<file path="src/rtl/pmod_led_pattern_pkg.sv">
// Shared definitions for the pmod LED pattern generator: pattern mode codes
// and parameter limits.
package pmod_led_pattern_pkg;

    typedef enum logic [1:0] {
        MODE_BIN    = 2'd0,
        MODE_GRAY   = 2'd1,
        MODE_ROT    = 2'd2,
        MODE_BOUNCE = 2'd3
    } mode_t;

    localparam int LED_W_MIN = 2;
    localparam int LED_W_MAX = 32;

endpackage

</file>
<file path="src/rtl/pmod_led_pattern_tick_gen.sv">
// Prescaler counting 0..DIV-1 while enabled, with a pulse on the wrap cycle.
// Reusable by other pmod examples.
module tick_gen #(
    parameter int DIV = 2
) (
    input  logic clk,
    input  logic rst,
    input  logic en,
    input  logic clr,
    output logic tick
);

    localparam int CW = (DIV > 2) ? $clog2(DIV) : 1;

    generate
        if (DIV < 2) begin : g_bad_div
            $error("tick_gen: DIV must be at least 2");
        end
    endgenerate

    logic [CW-1:0] cnt;
    logic          at_top;

    assign at_top = (cnt == CW'(DIV - 1));
    // High on the edge where the count wraps, so a registered consumer sees it one step late-free.
    assign tick   = en && at_top;

    always_ff @(posedge clk) begin
        if (rst || clr) begin
            cnt <= '0;
        end else if (en) begin
            cnt <= at_top ? '0 : cnt + CW'(1);
        end
    end

endmodule

</file>
<file path="src/rtl/pmod_led_pattern.sv">
// LED pattern generator for the 2x8 LED pmod: binary, Gray, rotate and bounce
// patterns stepped by a prescaler tick or a manual step, with optional heartbeat.
module pmod_led_pattern
    import pmod_led_pattern_pkg::*;
#(
    parameter int CLK_HZ    = 12000000,
    parameter int TICK_HZ   = 1,
    parameter int LED_W     = 16,
    parameter int HEARTBEAT = 1
) (
    input  logic             clk,
    input  logic             rst,
    input  logic [1:0]       mode,
    input  logic             run,
    input  logic             step,
    input  logic             dir,
    output logic [LED_W-1:0] led,
    output logic             tick
);

    localparam int DIV = CLK_HZ / TICK_HZ;
    localparam int PW  = LED_W - HEARTBEAT;

    generate
        if (LED_W < LED_W_MIN || LED_W > LED_W_MAX) begin : g_bad_led_w
            $error("pmod_led_pattern: LED_W must be in 2..32");
        end
        if (HEARTBEAT != 0 && HEARTBEAT != 1) begin : g_bad_hb
            $error("pmod_led_pattern: HEARTBEAT must be 0 or 1");
        end
    endgenerate

    mode_t          mode_in;
    mode_t          mode_q;
    logic           mode_chg;
    logic           wrap;
    logic           advance;
    logic [PW-1:0]  bin;
    logic [PW-1:0]  bin_nxt;
    logic [PW-1:0]  onehot;
    logic [PW-1:0]  onehot_nxt;
    logic           bdir;
    logic           bdir_nxt;
    logic           hb;
    logic [PW-1:0]  pat;

    assign mode_in  = mode_t'(mode);
    assign mode_chg = (mode_in != mode_q);
    assign advance  = wrap || (!run && step);
    assign bin_nxt  = dir ? bin - PW'(1) : bin + PW'(1);

    tick_gen #(
        .DIV (DIV)
    ) u_tick_gen (
        .clk  (clk),
        .rst  (rst),
        .en   (run),
        .clr  (mode_chg),
        .tick (wrap)
    );

    // bdir: 0 = moving toward MSB, 1 = moving toward LSB; it flips on the step that lands on an end.
    always_comb begin
        onehot_nxt = onehot;
        bdir_nxt   = bdir;
        if (mode_q == MODE_ROT) begin
            onehot_nxt = dir ? ((onehot >> 1) | (onehot << (PW - 1)))
                             : ((onehot << 1) | (onehot >> (PW - 1)));
        end else if (mode_q == MODE_BOUNCE && PW > 1) begin
            if (!bdir) begin
                onehot_nxt = onehot << 1;
                if (onehot_nxt[PW-1]) bdir_nxt = 1'b1;
            end else begin
                onehot_nxt = onehot >> 1;
                if (onehot_nxt[0]) bdir_nxt = 1'b0;
            end
        end
    end

    // A mode change reseeds the pattern and swallows any coincident step.
    always_ff @(posedge clk) begin
        if (rst) begin
            mode_q <= MODE_BIN;
            bin    <= '0;
            onehot <= PW'(1);
            bdir   <= 1'b0;
            hb     <= 1'b0;
            tick   <= 1'b0;
        end else if (mode_chg) begin
            mode_q <= mode_in;
            bin    <= '0;
            onehot <= PW'(1);
            bdir   <= 1'b0;
            tick   <= 1'b0;
        end else begin
            tick <= advance;
            if (advance) begin
                bin    <= bin_nxt;
                onehot <= onehot_nxt;
                bdir   <= bdir_nxt;
                hb     <= ~hb;
            end
        end
    end

    always_comb begin
        case (mode_q)
            MODE_BIN:  pat = bin;
            MODE_GRAY: pat = bin ^ (bin >> 1);
            default:   pat = onehot;
        endcase
    end

    generate
        if (HEARTBEAT != 0) begin : g_hb
            assign led = {pat, hb};
        end else begin : g_no_hb
            assign led = pat;
        end
    endgenerate

endmodule

</file>
<file path="config.mk">
export PLATFORM = sky130hd
export DESIGN_NAME = pmod_led_pattern
export DESIGN_NICKNAME = d
export VERILOG_FILES = /design/src/rtl/pmod_led_pattern_pkg.sv /design/src/rtl/pmod_led_pattern_tick_gen.sv /design/src/rtl/pmod_led_pattern.sv
export SDC_FILE = /design/constraint.sdc
export NUM_CORES = 1
export LEC_CHECK = 0
export ABC_CLOCK_PERIOD_IN_PS = 5800
export CORE_AREA = 2 2 88 90
export DETAILED_ROUTE_END_ITERATION = 8
export DIE_AREA = 0 0 90 92
export GPL_ROUTABILITY_DRIVEN = 0
export PLACE_DENSITY = 0.7
export SLEW_MARGIN = 20
export SYNTH_ARGS = -nofsm -noshare
export SYNTH_HDL_FRONTEND = slang
export SYNTH_SLANG_ARGS = --single-unit
</file>
<file path="constraint.sdc">
create_clock -name clk -period 5.8 [get_ports clk]
set_clock_uncertainty 0.05 [all_clocks]
set_input_delay 0.87 -clock clk [delete_from_list [all_inputs] [get_ports clk]]
set_output_delay 0.87 -clock clk [all_outputs]
set_load 0.005 [all_outputs]
</file>
==> flow_metrics.tcl, run 1 <==
set metrics [dict create \
    status "finished, final reports clean" \
    final_area_um2 4070 \
    numPortBuffers 23 \
    final_max_slew_viol_count 0 \
    crit_path_end_kind "register" \
    crit_family "simple AND/OR/NAND/NOR gates" \
    cp_cell_sequence "clkdlybuf4s50_1, ha_1, and3_1, and3_1, nand4b_1, and4_1, or4_1, a21oi_1" \
    critical_path_required_ps 6010 \
    ys_ff_latch 59 \
    cp_slowest_cell "clkdlybuf4s50_1" \
    fp.dieH_um 92 \
    core_area_um2 7450 \
    clkTransAtPathRegs_ps 70 \
    grt_pass1_wl_um 12100 \
    place_hpwl_um 5090 \
    placed_area_um2 3840 \
    cp_num_buf_inv 1 \
    vdd_drop_max_mv 0.147 \
    start_util_pct 48.0 \
    rsz0062_at_grt "false" \
    cts_setup_buffers 0 \
    yosysWarnings 0 \
    dieArea_um2 8280 \
    gr-usage-all-layers_pct 17.9 \
    critical_path.most_common_cell "and3_1" \
    via_per_inst 5.34 \
    drt_iter0_drc 110 \
    overflow 0 \
    finalCoreUtilization_pct 54.7 \
    synth-edff-count 0 \
    cts_num_sinks 59 \
    syn_area_um2 3570 \
    ys_seq_area_share_pct 33.1 \
    hp-class "register to register" \
    post-synth-top-area-fraction_pct 33.1 \
    firstDrtPassIters 4 \
    power_density_nw_per_um2 227 \
    final_cell_mix "nor2_1 (63), dfxtp_1 (59), nand2_1 (54)" \
    finalCritPeriodShare_pct 61.9 \
    cp_max_fo 18 \
    syn_inst 434 \
    num_vias 2956 \
    layout_commonest_cell "nor2_1" \
    crit_path_max_incr_delay_ps 860 \
    die_w_um 90 \
    holdWs_ps 445 \
    worst-slew-pin-transition_ps 940 \
    routedWlPerCell_um 13.1 \
    core.rowCount 32 \
    antenna_found_initial 0 \
    relSlewSlack_pct 37.3 \
    crit_arrival_ps 3810 \
    critPathLaunchType "input port" \
    finalNetCount 469 \
    yosysTopAreaCell "dfxtp_1" \
    first_global_vias 2665 \
    ctsResizeCount 0 \
    synth_ff_type "dfxtp_1" \
    cts_buffer_depth 2 \
    synth_area_leaders "dfxtp_1 (33%), mux2i_1 (6.7%), nor2_1 (6.6%)" \
    syn-num-nets 456 \
    timing.final.hold_violations 0 \
    fmaxAchievable_mhz 278 \
    cts_hold_buf 0 \
    wl_um 7250 \
    n_antenna_cell 0 \
    synth_cell_types 50 \
    synth_area_per_cell_um2 8.23 \
    setup_viol 0 \
    grt_max_degree 37 \
    drc 0 \
    io_pins 24 \
    path_class "input port to register" \
    fin_crit_ps 3590 \
    area_growth_pct 14.0 \
    postRouteAntennaNets 0 \
    numCtsBuffers 9 \
    cts-root-buf "clkbuf_8" \
    p_leak_uw 0.00146 \
    cap_violations 0 \
    synthArstFlopShare_pct 0 \
    clock_latency_ps 340 \
    cts_tree "yes" \
    final.setup.tns_ps 0 \
    drive_above_1_share_pct 8.63 \
    htreeDepth 3 \
]
flip-flops by register name (all words and copies together) (netlist names):
signal / cells
tick: 1
u_tick_gen.cnt: 24
bdir: 1
hb: 1
onehot: 15
mode_q: 2
bin: 15
cells in the mapped netlist (10+ instances only):
master,n
nand3_1,13
a21oi_1,19
xnor2_1,18
inv_1,10
a211oi_2,14
dfxtp_1,59
xor2_1,26
nor2_1,63
ha_1,14
clkbuf_1,13
mux2i_1,24
nand2_1,54
o21ai_0,24
through the flow:
| step | instances | total power (uW) | worst slack, ps |
|---|---|---|---|
| after floorplan | 434 | 487 | 3190 |
| after global placement | 538 | 509 | 1930 |
| after detailed placement | 538 | 511 | 1910 |
| after CTS | 554 | 935 | 2270 |
| after global routing | 554 | 966 | 2080 |
| final | 554 | 923 | 2210 |
layout make-up:
class                           count  area (um2)
Tap cell                          102         128
Clock buffer                       10         138
Timing Repair Buffer               24         238
Sequential cell                    59        1180
Fill cell                         706        3370
Inverter                           10        37.5
Clock inverter                      6        88.8
Multi-Input combinational cell    343        2260
logic make-up after synthesis:
logic type | synth area share, %
flip-flops | 33.1
AO/OA/AOI/OAI | 17.1
AND/OR/NAND/NOR | 22.6
multiplexers | 7.04
buffers and inverters | 3.96
XOR/XNOR | 10.8
adder cells (fa/ha/maj) | 5.46
final timing paths:
kind | from | endpoint | slack (ps) | cells past startpoint
worst max-delay path | dir | bin[14] | 2210 | 8
worst min-delay path | u_tick_gen.cnt[18] | u_tick_gen.cnt[18] | 450 | 2
worst max register to register | u_tick_gen.cnt[10] | onehot[9] | 2420 | 7
worst min register to register | u_tick_gen.cnt[18] | u_tick_gen.cnt[18] | 450 | 2
per-layer routing:
| layer | up-vias | global-route usage (%) | share of wire [%] |
|---|---|---|---|
| met5 | - | 0 | 0 |
| met3 | 8 | 4.52 | 2.6 |
| met4 | 0 | 5.38 | 0.99 |
| met1 | 1371 | 21.6 | 48 |
| met2 | 31 | 31.3 | 49 |
| li1 | 1546 | - | - |
report_power, final:
part	switching [uW]	internal [uW]
Combinational	47.9	34.9
Sequential	9.18	410
Clock	168	253
worst register-to-register path: cells and delay by family, from the launching register on:
family | cells | cell delay [ps]
AO/OA/AOI/OAI | 2 | 810
buffers and inverters | 1 | 370
flip-flops | 1 | 330
AND/OR/NAND/NOR | 4 | 1730
No activity file was read; power rests on OpenSTA's default activity.
==> run 2: changes to the inputs <==
--- a/config.mk
+++ b/config.mk
@@ -5,12 +5,12 @@
 export SDC_FILE = /design/constraint.sdc
 export NUM_CORES = 1
 export LEC_CHECK = 0
-export ABC_CLOCK_PERIOD_IN_PS = 5800
+export ABC_CLOCK_PERIOD_IN_PS = 2930
 export CORE_AREA = 2 2 88 90
 export DETAILED_ROUTE_END_ITERATION = 8
 export DIE_AREA = 0 0 90 92
 export GPL_ROUTABILITY_DRIVEN = 0
-export PLACE_DENSITY = 0.7
+export PLACE_DENSITY = 0.73
 export SLEW_MARGIN = 20
 export SYNTH_ARGS = -nofsm -noshare
 export SYNTH_HDL_FRONTEND = slang
==> constraint.sdc (replaced) <==
create_clock -name clk -period 2.93 [get_ports clk]
set_clock_uncertainty 0.05 [all_clocks]
set_input_delay 0.4395 -clock clk [delete_from_list [all_inputs] [get_ports clk]]
set_output_delay 0.4395 -clock clk [all_outputs]
set_load 0.005 [all_outputs]
==> flow_metrics.tcl, run 2 (same netlist as run 1, synthesis figures left out) <==
set metrics [dict create \
    min-delay-start "hb" \
    worst-slew-pin-transition_ps 612 \
    numPortBuffers 23 \
    critPathLaunchType "input port" \
    dieArea_um2 8280 \
    finalNetCount 488 \
    finalCritPeriodShare_pct 88.7 \
    clock_latency_ps 330 \
    cts_num_sinks 59 \
    crit_path_end_kind "register" \
    io_pins 24 \
    drt_iter0_drc 176 \
    timing.final.hold_violations 0 \
    rrSetupSlack_ps 470 \
    cts_setup_buffers 0 \
    r2r-end "bin[6]" \
    htreeDepth 3 \
    cts_hold_buf 0 \
    relSlewSlack_pct 59.2 \
    first_global_vias 2923 \
    status "finished, final reports clean" \
    num_vias 3097 \
    hold_end "hb" \
    crit_arrival_ps 2810 \
    firstDrtPassIters 4 \
    cts-root-buf "clkbuf_8" \
    reg2reg_from "u_tick_gen.cnt[10]" \
    numCtsBuffers 9 \
    drc 0 \
    cts_tree "yes" \
    rsz0062_at_grt "false" \
    routedWlPerCell_um 13.4 \
    grt_max_degree 27 \
    grt_pass1_wl_um 13100 \
    n_antenna_cell 0 \
    cp_max_fo 18 \
    worstRegToRegCells 6 \
    nFillCells 696 \
    final_max_slew_viol_count 0 \
    postRouteAntennaNets 0 \
    antenna_found_initial 0 \
    gr-usage-all-layers_pct 19.3 \
    final_cell_mix "nor2_1 (63), dfxtp_1 (59), nand2_1 (54)" \
    drive_above_1_share_pct 11.9 \
    vdd_drop_max_mv 0.257 \
    layout_commonest_cell "nor2_1" \
    die_w_um 90 \
    core.rowCount 32 \
    core_area_um2 7450 \
    reg_top3 "u_tick_gen.cnt: 24 flops, bin: 15 flops, onehot: 15 flops" \
    clkTransAtPathRegs_ps 60 \
    area_growth_pct 17.1 \
    hp-class "register to register" \
    largest_register_ffs 24 \
    start_util_pct 48.0 \
    fmaxAchievable_mhz 385 \
    via_per_inst 5.40 \
    fp.dieH_um 92 \
    place_hpwl_um 5740 \
    final.setup.tns_ps 0 \
    path_class "input port to register" \
    overflow 0 \
    fin_crit_ps 2600 \
    ctsResizeCount 0 \
    wl_um 7690 \
    p_leak_uw 0.00155 \
    setup_viol 0 \
    power_density_nw_per_um2 418 \
    holdWs_ps 436 \
    top_register "u_tick_gen.cnt" \
    cap_violations 0 \
    cts_buffer_depth 2 \
    whs_path_depth 2 \
    critical_path_required_ps 3140 \
]
run 2: cell types whose count changed in the layout (fill, tap and decap cells not counted):
cell	previous run	this run
mux2i_4	1	0
clkbuf_1	0	1
mux2i_1	23	24
buf_12	0	1
buf_4	1	19
bufinv_16	2	1
clkinvlp_4	2	1
clkinv_4	1	0
clkinv_2	1	3
run 2: where the power goes:
group	total (uW)	switching (uW)	internal (uW)
logic	191	106	85.9
clock network	730	319	411
registers	826	15.6	811
total	1750	440	1310
run 2: cell type report:
type                            instances  area, um2  share of cell area (%)
Multi-Input combinational cell        343       2250                    53.8
Sequential cell                        59       1180                    28.2
Timing Repair Buffer                   43        393                    9.39
Clock buffer                           11        141                    3.38
Tap cell                              102        128                    3.05
Clock inverter                          5       52.6                    1.26
Inverter                               10       37.5                   0.897
run 2: worst max path at each step:
stage / to / startpoint / slack, ps / cells after the start
global route: led[14] / mode_q[0] / 210 / 4
global placement: bin[14] / dir / 30 / 9
CTS: led[14] / mode_q[0] / 320 / 4
finish: bin[14] / dir / 330 / 9
detailed placement: bin[14] / dir / 7 / 9
floorplan: onehot[0] / u_tick_gen.cnt[10] / 630 / 8
run 2: per-stage QoR:
step | cells | utilization (%) | setup WS [ps] | total power [uW] | instance area [um2]
floorplan | 434 | - | 630 | 964 | 3570
global placement | 557 | 53.6 | 34.9 | 1030 | 3990
detailed placement | 557 | 53.6 | 7.38 | 1030 | 3990
CTS | 573 | 56.2 | 317 | 1770 | 4180
global route | 573 | 56.2 | 208 | 1830 | 4180
finish | 573 | 56.2 | 330 | 1750 | 4180
run 2: worst max-delay path, cell delays in order:
cell             delay, ps
clkdlybuf4s50_1        440
buf_12                 170
ha_1                   360
and3_1                 220
and3_1                 210
nand4b_1               120
and4_1                 220
or4_1                  470
a21oi_1                150
run 2: metal layers:
metal  wire (um)  global-route usage (%)  part of all wire [%]
met2        3780                    34.3                    49
met4          77                    5.26                   1.0
met3         313                    5.09                   4.1
met5           0                       0                     0
met1        3520                    23.2                    46
